**src/rtl/axil_split_dec.sv**
```systemverilog
// AXI-lite 1-to-N splitter with built-in address decode and DECERR slave.
// Ports: clk, rst_n, src_axi_* (master side), dst_axi_* [NUM_DSTS] (slaves).
module axil_split_dec #(
  parameter int NUM_DSTS        = 4,
  parameter int DATA_WIDTH      = 32,
  parameter int ADDR_WIDTH      = 32,
  parameter int STRB_WIDTH      = DATA_WIDTH / 8,
  parameter int MAX_OUTSTANDING = 4,
  parameter logic [NUM_DSTS-1:0][ADDR_WIDTH-1:0] DST_BASE = '0,
  parameter logic [NUM_DSTS-1:0][ADDR_WIDTH-1:0] DST_MASK = '0
) (
  input  logic                  clk,
  input  logic                  rst_n,
  input  logic [ADDR_WIDTH-1:0] src_axi_awaddr,
  input  logic                  src_axi_awvalid,
  output logic                  src_axi_awready,
  input  logic [DATA_WIDTH-1:0] src_axi_wdata,
  input  logic [STRB_WIDTH-1:0] src_axi_wstrb,
  input  logic                  src_axi_wvalid,
  output logic                  src_axi_wready,
  output logic [1:0]            src_axi_bresp,
  output logic                  src_axi_bvalid,
  input  logic                  src_axi_bready,
  input  logic [ADDR_WIDTH-1:0] src_axi_araddr,
  input  logic                  src_axi_arvalid,
  output logic                  src_axi_arready,
  output logic [DATA_WIDTH-1:0] src_axi_rdata,
  output logic [1:0]            src_axi_rresp,
  output logic                  src_axi_rvalid,
  input  logic                  src_axi_rready,
  output logic [NUM_DSTS-1:0][ADDR_WIDTH-1:0] dst_axi_awaddr,
  output logic [NUM_DSTS-1:0]                 dst_axi_awvalid,
  input  logic [NUM_DSTS-1:0]                 dst_axi_awready,
  output logic [NUM_DSTS-1:0][DATA_WIDTH-1:0] dst_axi_wdata,
  output logic [NUM_DSTS-1:0][STRB_WIDTH-1:0] dst_axi_wstrb,
  output logic [NUM_DSTS-1:0]                 dst_axi_wvalid,
  input  logic [NUM_DSTS-1:0]                 dst_axi_wready,
  input  logic [NUM_DSTS-1:0][1:0]            dst_axi_bresp,
  input  logic [NUM_DSTS-1:0]                 dst_axi_bvalid,
  output logic [NUM_DSTS-1:0]                 dst_axi_bready,
  output logic [NUM_DSTS-1:0][ADDR_WIDTH-1:0] dst_axi_araddr,
  output logic [NUM_DSTS-1:0]                 dst_axi_arvalid,
  input  logic [NUM_DSTS-1:0]                 dst_axi_arready,
  input  logic [NUM_DSTS-1:0][DATA_WIDTH-1:0] dst_axi_rdata,
  input  logic [NUM_DSTS-1:0][1:0]            dst_axi_rresp,
  input  logic [NUM_DSTS-1:0]                 dst_axi_rvalid,
  output logic [NUM_DSTS-1:0]                 dst_axi_rready
);

  localparam int TW = $clog2(NUM_DSTS + 1);
  localparam int CW = $clog2(MAX_OUTSTANDING + 1);
  localparam logic [TW-1:0] ERR = TW'(NUM_DSTS);
  localparam logic [CW-1:0] MAXC = CW'(MAX_OUTSTANDING);

  // Lowest matching index wins; no match routes to the error slave.
  function automatic logic [TW-1:0] dec(
    input logic [ADDR_WIDTH-1:0] a
  );
    logic [TW-1:0] t;
    t = ERR;
    for (int i = NUM_DSTS - 1; i >= 0; i--) begin
      if ((a & DST_MASK[i]) ==
          (DST_BASE[i] & DST_MASK[i]))
        t = TW'(i);
    end
    return t;
  endfunction

  logic [TW-1:0] wr_tgt, rd_tgt;
  logic [TW-1:0] aw_tgt, ar_tgt;
  logic [CW-1:0] aw_cnt, w_owed, ar_cnt;

  logic aw_ok, ar_ok;
  logic w_sel, b_sel, r_sel;
  logic aw_rdy, w_rdy, b_vld, ar_rdy, r_vld;
  logic [1:0] b_rsp, r_rsp;
  logic [DATA_WIDTH-1:0] r_dat;
  logic aw_hs, w_hs, b_hs, ar_hs, r_hs;

  assign aw_tgt = dec(src_axi_awaddr);
  assign ar_tgt = dec(src_axi_araddr);

  // All outstanding writes (reads) share one target, so the
  // responses come back in issue order without an ID FIFO.
  assign aw_ok = (aw_cnt < MAXC) &&
                 ((aw_cnt == '0) || (aw_tgt == wr_tgt));
  assign ar_ok = (ar_cnt < MAXC) &&
                 ((ar_cnt == '0) || (ar_tgt == rd_tgt));

  assign w_sel = (w_owed != '0);
  assign b_sel = (aw_cnt != '0);
  assign r_sel = (ar_cnt != '0);

  always_comb begin
    // Defaults describe the error slave.
    aw_rdy = 1'b1;
    w_rdy  = 1'b1;
    b_vld  = (aw_cnt != w_owed);
    b_rsp  = 2'b11;
    ar_rdy = 1'b1;
    r_vld  = 1'b1;
    r_rsp  = 2'b11;
    r_dat  = '0;
    for (int i = 0; i < NUM_DSTS; i++) begin
      dst_axi_awaddr[i] = src_axi_awaddr;
      dst_axi_wdata[i]  = src_axi_wdata;
      dst_axi_wstrb[i]  = src_axi_wstrb;
      dst_axi_araddr[i] = src_axi_araddr;
      dst_axi_awvalid[i] = rst_n & aw_ok &
        src_axi_awvalid & (aw_tgt == TW'(i));
      dst_axi_wvalid[i] = rst_n & w_sel &
        src_axi_wvalid & (wr_tgt == TW'(i));
      dst_axi_bready[i] = rst_n & b_sel &
        src_axi_bready & (wr_tgt == TW'(i));
      dst_axi_arvalid[i] = rst_n & ar_ok &
        src_axi_arvalid & (ar_tgt == TW'(i));
      dst_axi_rready[i] = rst_n & r_sel &
        src_axi_rready & (rd_tgt == TW'(i));
      if (aw_tgt == TW'(i))
        aw_rdy = dst_axi_awready[i];
      if (ar_tgt == TW'(i))
        ar_rdy = dst_axi_arready[i];
      if (wr_tgt == TW'(i)) begin
        w_rdy = dst_axi_wready[i];
        b_vld = dst_axi_bvalid[i];
        b_rsp = dst_axi_bresp[i];
      end
      if (rd_tgt == TW'(i)) begin
        r_vld = dst_axi_rvalid[i];
        r_rsp = dst_axi_rresp[i];
        r_dat = dst_axi_rdata[i];
      end
    end
  end

  assign src_axi_awready = rst_n & aw_ok & aw_rdy;
  assign src_axi_wready  = rst_n & w_sel & w_rdy;
  assign src_axi_bvalid  = rst_n & b_sel & b_vld;
  assign src_axi_bresp   = b_sel ? b_rsp : 2'b00;
  assign src_axi_arready = rst_n & ar_ok & ar_rdy;
  assign src_axi_rvalid  = rst_n & r_sel & r_vld;
  assign src_axi_rresp   = r_sel ? r_rsp : 2'b00;
  assign src_axi_rdata   = r_sel ? r_dat : '0;

  assign aw_hs = src_axi_awvalid & src_axi_awready;
  assign w_hs  = src_axi_wvalid  & src_axi_wready;
  assign b_hs  = src_axi_bvalid  & src_axi_bready;
  assign ar_hs = src_axi_arvalid & src_axi_arready;
  assign r_hs  = src_axi_rvalid  & src_axi_rready;

  always_ff @(posedge clk or negedge rst_n) begin
    if (!rst_n) begin
      wr_tgt <= '0;
      rd_tgt <= '0;
      aw_cnt <= '0;
      w_owed <= '0;
      ar_cnt <= '0;
    end else begin
      if (aw_hs)
        wr_tgt <= aw_tgt;
      if (ar_hs)
        rd_tgt <= ar_tgt;
      aw_cnt <= aw_cnt + CW'(aw_hs) - CW'(b_hs);
      w_owed <= w_owed + CW'(aw_hs) - CW'(w_hs);
      ar_cnt <= ar_cnt + CW'(ar_hs) - CW'(r_hs);
    end
  end

endmodule

```
**config.mk**
```make
export PLATFORM = sky130hd
export DESIGN_NAME = axil_split_dec
export DESIGN_NICKNAME = d
export VERILOG_FILES = /design/src/rtl/axil_split_dec.sv
export SDC_FILE = /design/constraint.sdc
export NUM_CORES = 1
export LEC_CHECK = 0
export BUFFER_PORTS_ARGS = -buffer_cell sky130_fd_sc_hd__buf_2
export CORE_AREA = 3 3 280 282
export DETAILED_ROUTE_END_ITERATION = 16
export DIE_AREA = 0 0 283 285
export GPL_ROUTABILITY_DRIVEN = 0
export MAX_ROUTING_LAYER = met4
export SYNTH_ARGS = -nofsm -noshare
export SYNTH_HDL_FRONTEND = slang
export SYNTH_SLANG_ARGS = --single-unit
```
**constraint.sdc**
```tcl
create_clock -name clk -period 6.3 [get_ports clk]
set_input_delay 1.26 -clock clk [delete_from_list [all_inputs] [get_ports clk]]
set_output_delay 1.26 -clock clk [all_outputs]
set_load 0.02 [all_outputs]
```
### Word-level counts from Yosys, hierarchy flattened

Cells that the tools add are included.

* register bits: 9
* input bits: 271
* output and inout port bits: 461

* reduce and logical (&&, ||, !) cells: 3
* add/subtract/negate cells: 6
* bitwise logic cells: 20
* mux-type cells: 3
* order comparisons: 2

Operator list (number)
* 32-bit 2-to-1 mux: 1
* 1-bit bitwise AND: 20
* 3-bit by 1-bit adder with 3-bit output: 3
* 3-bit nonzero test: 3
* 3-bit by 1-bit subtractor with 3-bit output: 3
* 3-bit < comparator, second input constant: 2
* 2-bit 2-to-1 mux: 2

### Depth between registers and ports, before layout

* depth after elaboration: 6
* gate-level depth with buffers: 10

### Least setup slack after synthesis

No wires, ideal clock.

* path kind: input -> output
* from: in rst_n
* to: out dst_axi_bready[0]
* data arrival time: 1768 ps
* slack: 3272 ps
* cell stages on the path: 3
* path through: buf_2 nand2_1 nor2_1

* longest elaborated chain between the ends: 2

Ends and longest elaborated chain
* start, declared: line 13 `input logic rst_n,`
* 1-bit bitwise AND: line 113 `dst_axi_bready[i] = rst_n & b_sel &`
* 1-bit bitwise AND
* end, declared: line 40 `output logic [NUM_DSTS-1:0] dst_axi_bready,`

No other way between the ends.

### Worst setup path in the final report

Same ends and word-level chain as after synthesis.

==> metrics.txt <==
hold bufs inserted after CTS=0; Nets=about 490; most common library cell in the layout ignoring fill and taps=sky130_fd_sc_hd__buf_2; via count of the first global-routing pass=approximately 1600; die footprint=0.08066 mm²; clock latency on the worst-skew pair=roughly 0.23 ns; slowest stage delay, CP=~0.32 ns; number of filler cells placed in the layout=~9100; synthesized-area fraction occupied by xor and xnor cells=1.323%; portion of the clock cycle consumed by the worst path in the final layout=between 50 and 60%; startpoint of the most critical register-to-register path=ar_cnt[2]; outcome=finished clean; post-cts resize count=0; total power divided by cell area=roughly 220 mW/mm²; cells along the critical path=buf_2, nand2_1, nor2_1, buf_2; number of max-cap violations=0; leakage power summed over all cells=0.0008722 µW; f_max=approximately 0.30 GHz; via/cell ratio=between 1 and 1.5; post-route non-filler standard cell count=about 1200; Setup Crit Path Kind=in -> out; TritonRoute pass-1 iters=2; Worst Setup End Kind=primary output; Final Setup Violations=0; Iteration-0 DRC Markers=26; highest-delay cell along the critical path=sky130_fd_sc_hd__buf_2; final routed DRC violation total=0; area share of fa/ha/maj cells after synthesis=approximately 3.4%; CTS clk-pin slew, worst paths=around 0.040 ns; CTS sink count=9; remaining number of nets flagged by the antenna check after routing=0; Syn-to-layout area delta=-31.76%; die width=283 µm; DR WL/cell=around 9.8 µm; synthesized instance count=~500; initial antenna violation count=1; TritonCTS clock tree=built; post-synthesis instance area=~0.004 mm²; Hold Path Depth=1; number of rows in the core area=101; post-detailed-routing wire length=12.11 mm; count of buffers from port buffering=93; Worst VDD drop=~210 µV; CTS buffer count=3; area of combinational cells with multiple inputs=around 610 µm²; unrepaired setup endpoints after global routing=no; vertical die dimension=about 290 µm; setup fix buffers added after clock tree synthesis=0; flip-flop and latch count after synthesis=9; via count=roughly 1400; top library cells by usage in the layout, fill and taps aside=sky130_fd_sc_hd__buf_2 (93), sky130_fd_sc_hd__nor2b_1 (34), sky130_fd_sc_hd__conb_1 (15); fraction of the mapped netlist area in simple logic gates=under 10%; share of the synthesized area in compound gates (AO/OA/AOI/OAI)=less than 1%; peak fanout along the critical path=20; CTS Buffer Depth=2; post-layout min period=between 3 and 4 ns; setup_tns=0 ns; aggregate global routing overflow=0; combined global-route utilization of all metal layers=under 10%; data required time of the worst path=5.04 ns; pin count of the biggest net entering global routing=38; maximum level of the CTS H-tree=1; number of hold violations in the final report=0; library cell used as clock root buffer=sky130_fd_sc_hd__clkbuf_16; post-route worst setup slack=between 2 and 3 ns; skew final=0.002029 ns; sequential share of the synthesized area=about 5.7%; diodes inserted=0; num ports=approximately 730; kind of launch point of the worst setup path=primary input; logic depth of the worst register-to-register path=10; multiplexer area fraction after synthesis=0%; half-perimeter wire length after detailed placement=between 10 and 15 mm; placed insts=around 1200; number of distinct standard cells referenced by the synthesized netlist=20; HP Class=reg -> reg; Pins Over Slew Limit=0; worst r2r dst=ar_cnt[2]; number of buffers and inverters on the critical path=2; register-to-register setup slack=3.88 ns; most used cell along the critical path=sky130_fd_sc_hd__buf_2; Core Region=0.07595 mm²; global-route wire length before repair=14.61 mm; startpoint of the worst hold path=aw_cnt[0]; gate family responsible for the most delay along the worst path=buffers and inverters; number of warnings printed during yosys synthesis=0; dominant combinational cell family by area after synthesis=buffers and inverters; starting utilization of the core area=5.229%; mean cell area of the mapped netlist=between 7 and 8 µm²; area occupied by registers=225.2 µm²; share of layout cells above drive strength 1=48.04%; worst path arrival time=around 2.1 ns; final cell utilization of the core=about 3.6%; Endpoint, Worst Hold=aw_cnt[0]; post-placement setup slack=slightly below 3 ns
-- synthesized netlist by cell type, drive strengths merged --
library cell	n	area, µm²
and3b	3	26.28
and2b	2	15.01
o311a	2	20.02
nand2	6	22.52
ha	6	75.07
nor2	5	18.77
dfrtp	9	225.2
nand4b	1	8.760
xnor2	6	52.55
nor3b	2	15.01
nor3	2	21.27
inv	9	33.78
fa	3	60.06
conb	1	3.750
buf	419	3154
and2	1	6.260
nor2b	34	212.7
-- metrics by stage --
stage	hold WS, ns	area, µm²	power, µW
after global routing	0.5289	2710	641.2
after global placement	0.4895	2631	484.2
after floorplan	0.4793	4024	753.3
after CTS	0.5332	2710	605.0
after detailed placement	0.5248	2631	491.8
final	0.5257	2710	595.3
-- how the worst max path moves through the flow --
stage | startpoint | to | slack, ns | depth (start not counted)
floorplan | rst_n | dst_axi_bready[0] | 3.27 | 3
global placement | rst_n | dst_axi_bready[0] | 2.93 | 4
detailed placement | rst_n | dst_axi_bready[0] | 2.93 | 4
CTS | rst_n | dst_axi_bready[0] | 2.93 | 4
global route | rst_n | dst_axi_bready[0] | 2.86 | 4
finish | rst_n | dst_axi_bready[0] | 2.93 | 4
-- per-layer routing --
| metal | up-vias | global-route usage [%] | part of all wire (%) |
|---|---|---|---|
| li1 | 496 | - | - |
| met1 | 491 | 1.114 | 14 |
| met2 | 318 | 4.872 | 48 |
| met3 | 124 | 2.942 | 27 |
| met4 | 0 | 3.119 | 11 |
| met5 | - | - | 0 |
-- logic make-up (layout without fill, tap and decap cells) --
| kind of cell | count (synthesis) | after routing |
|---|---|---|
| buffers and inverters | 428 | 107 |
| AND/OR/NAND/NOR | 56 | 56 |
| adder cells (fa/ha/maj) | 9 | 9 |
| flip-flops | 9 | 9 |
| XOR/XNOR | 6 | 6 |
| AO/OA/AOI/OAI | 2 | 2 |
| other | 1 | 15 |
-- registers in the layout (all words and copies together), names as in the netlist --
name / cells
w_owed: 3
aw_cnt: 3
ar_cnt: 3
-- layout make-up --
class | count | share of cell area, %
Sequential cell | 9 | 8.310
Clock buffer | 4 | 2.909
Tap cell | 1030 | 47.55
Timing Repair Buffer | 94 | 17.45
Multi-Input combinational cell | 88 | 22.53
Inverter | 9 | 1.247
-- where the power goes --
group / internal, µW / switching [µW]
logic: 136 / 224
registers: 91.1 / 33.2
clock network: 84.5 / 26.6
No activity file was read; power rests on OpenSTA's default activity.
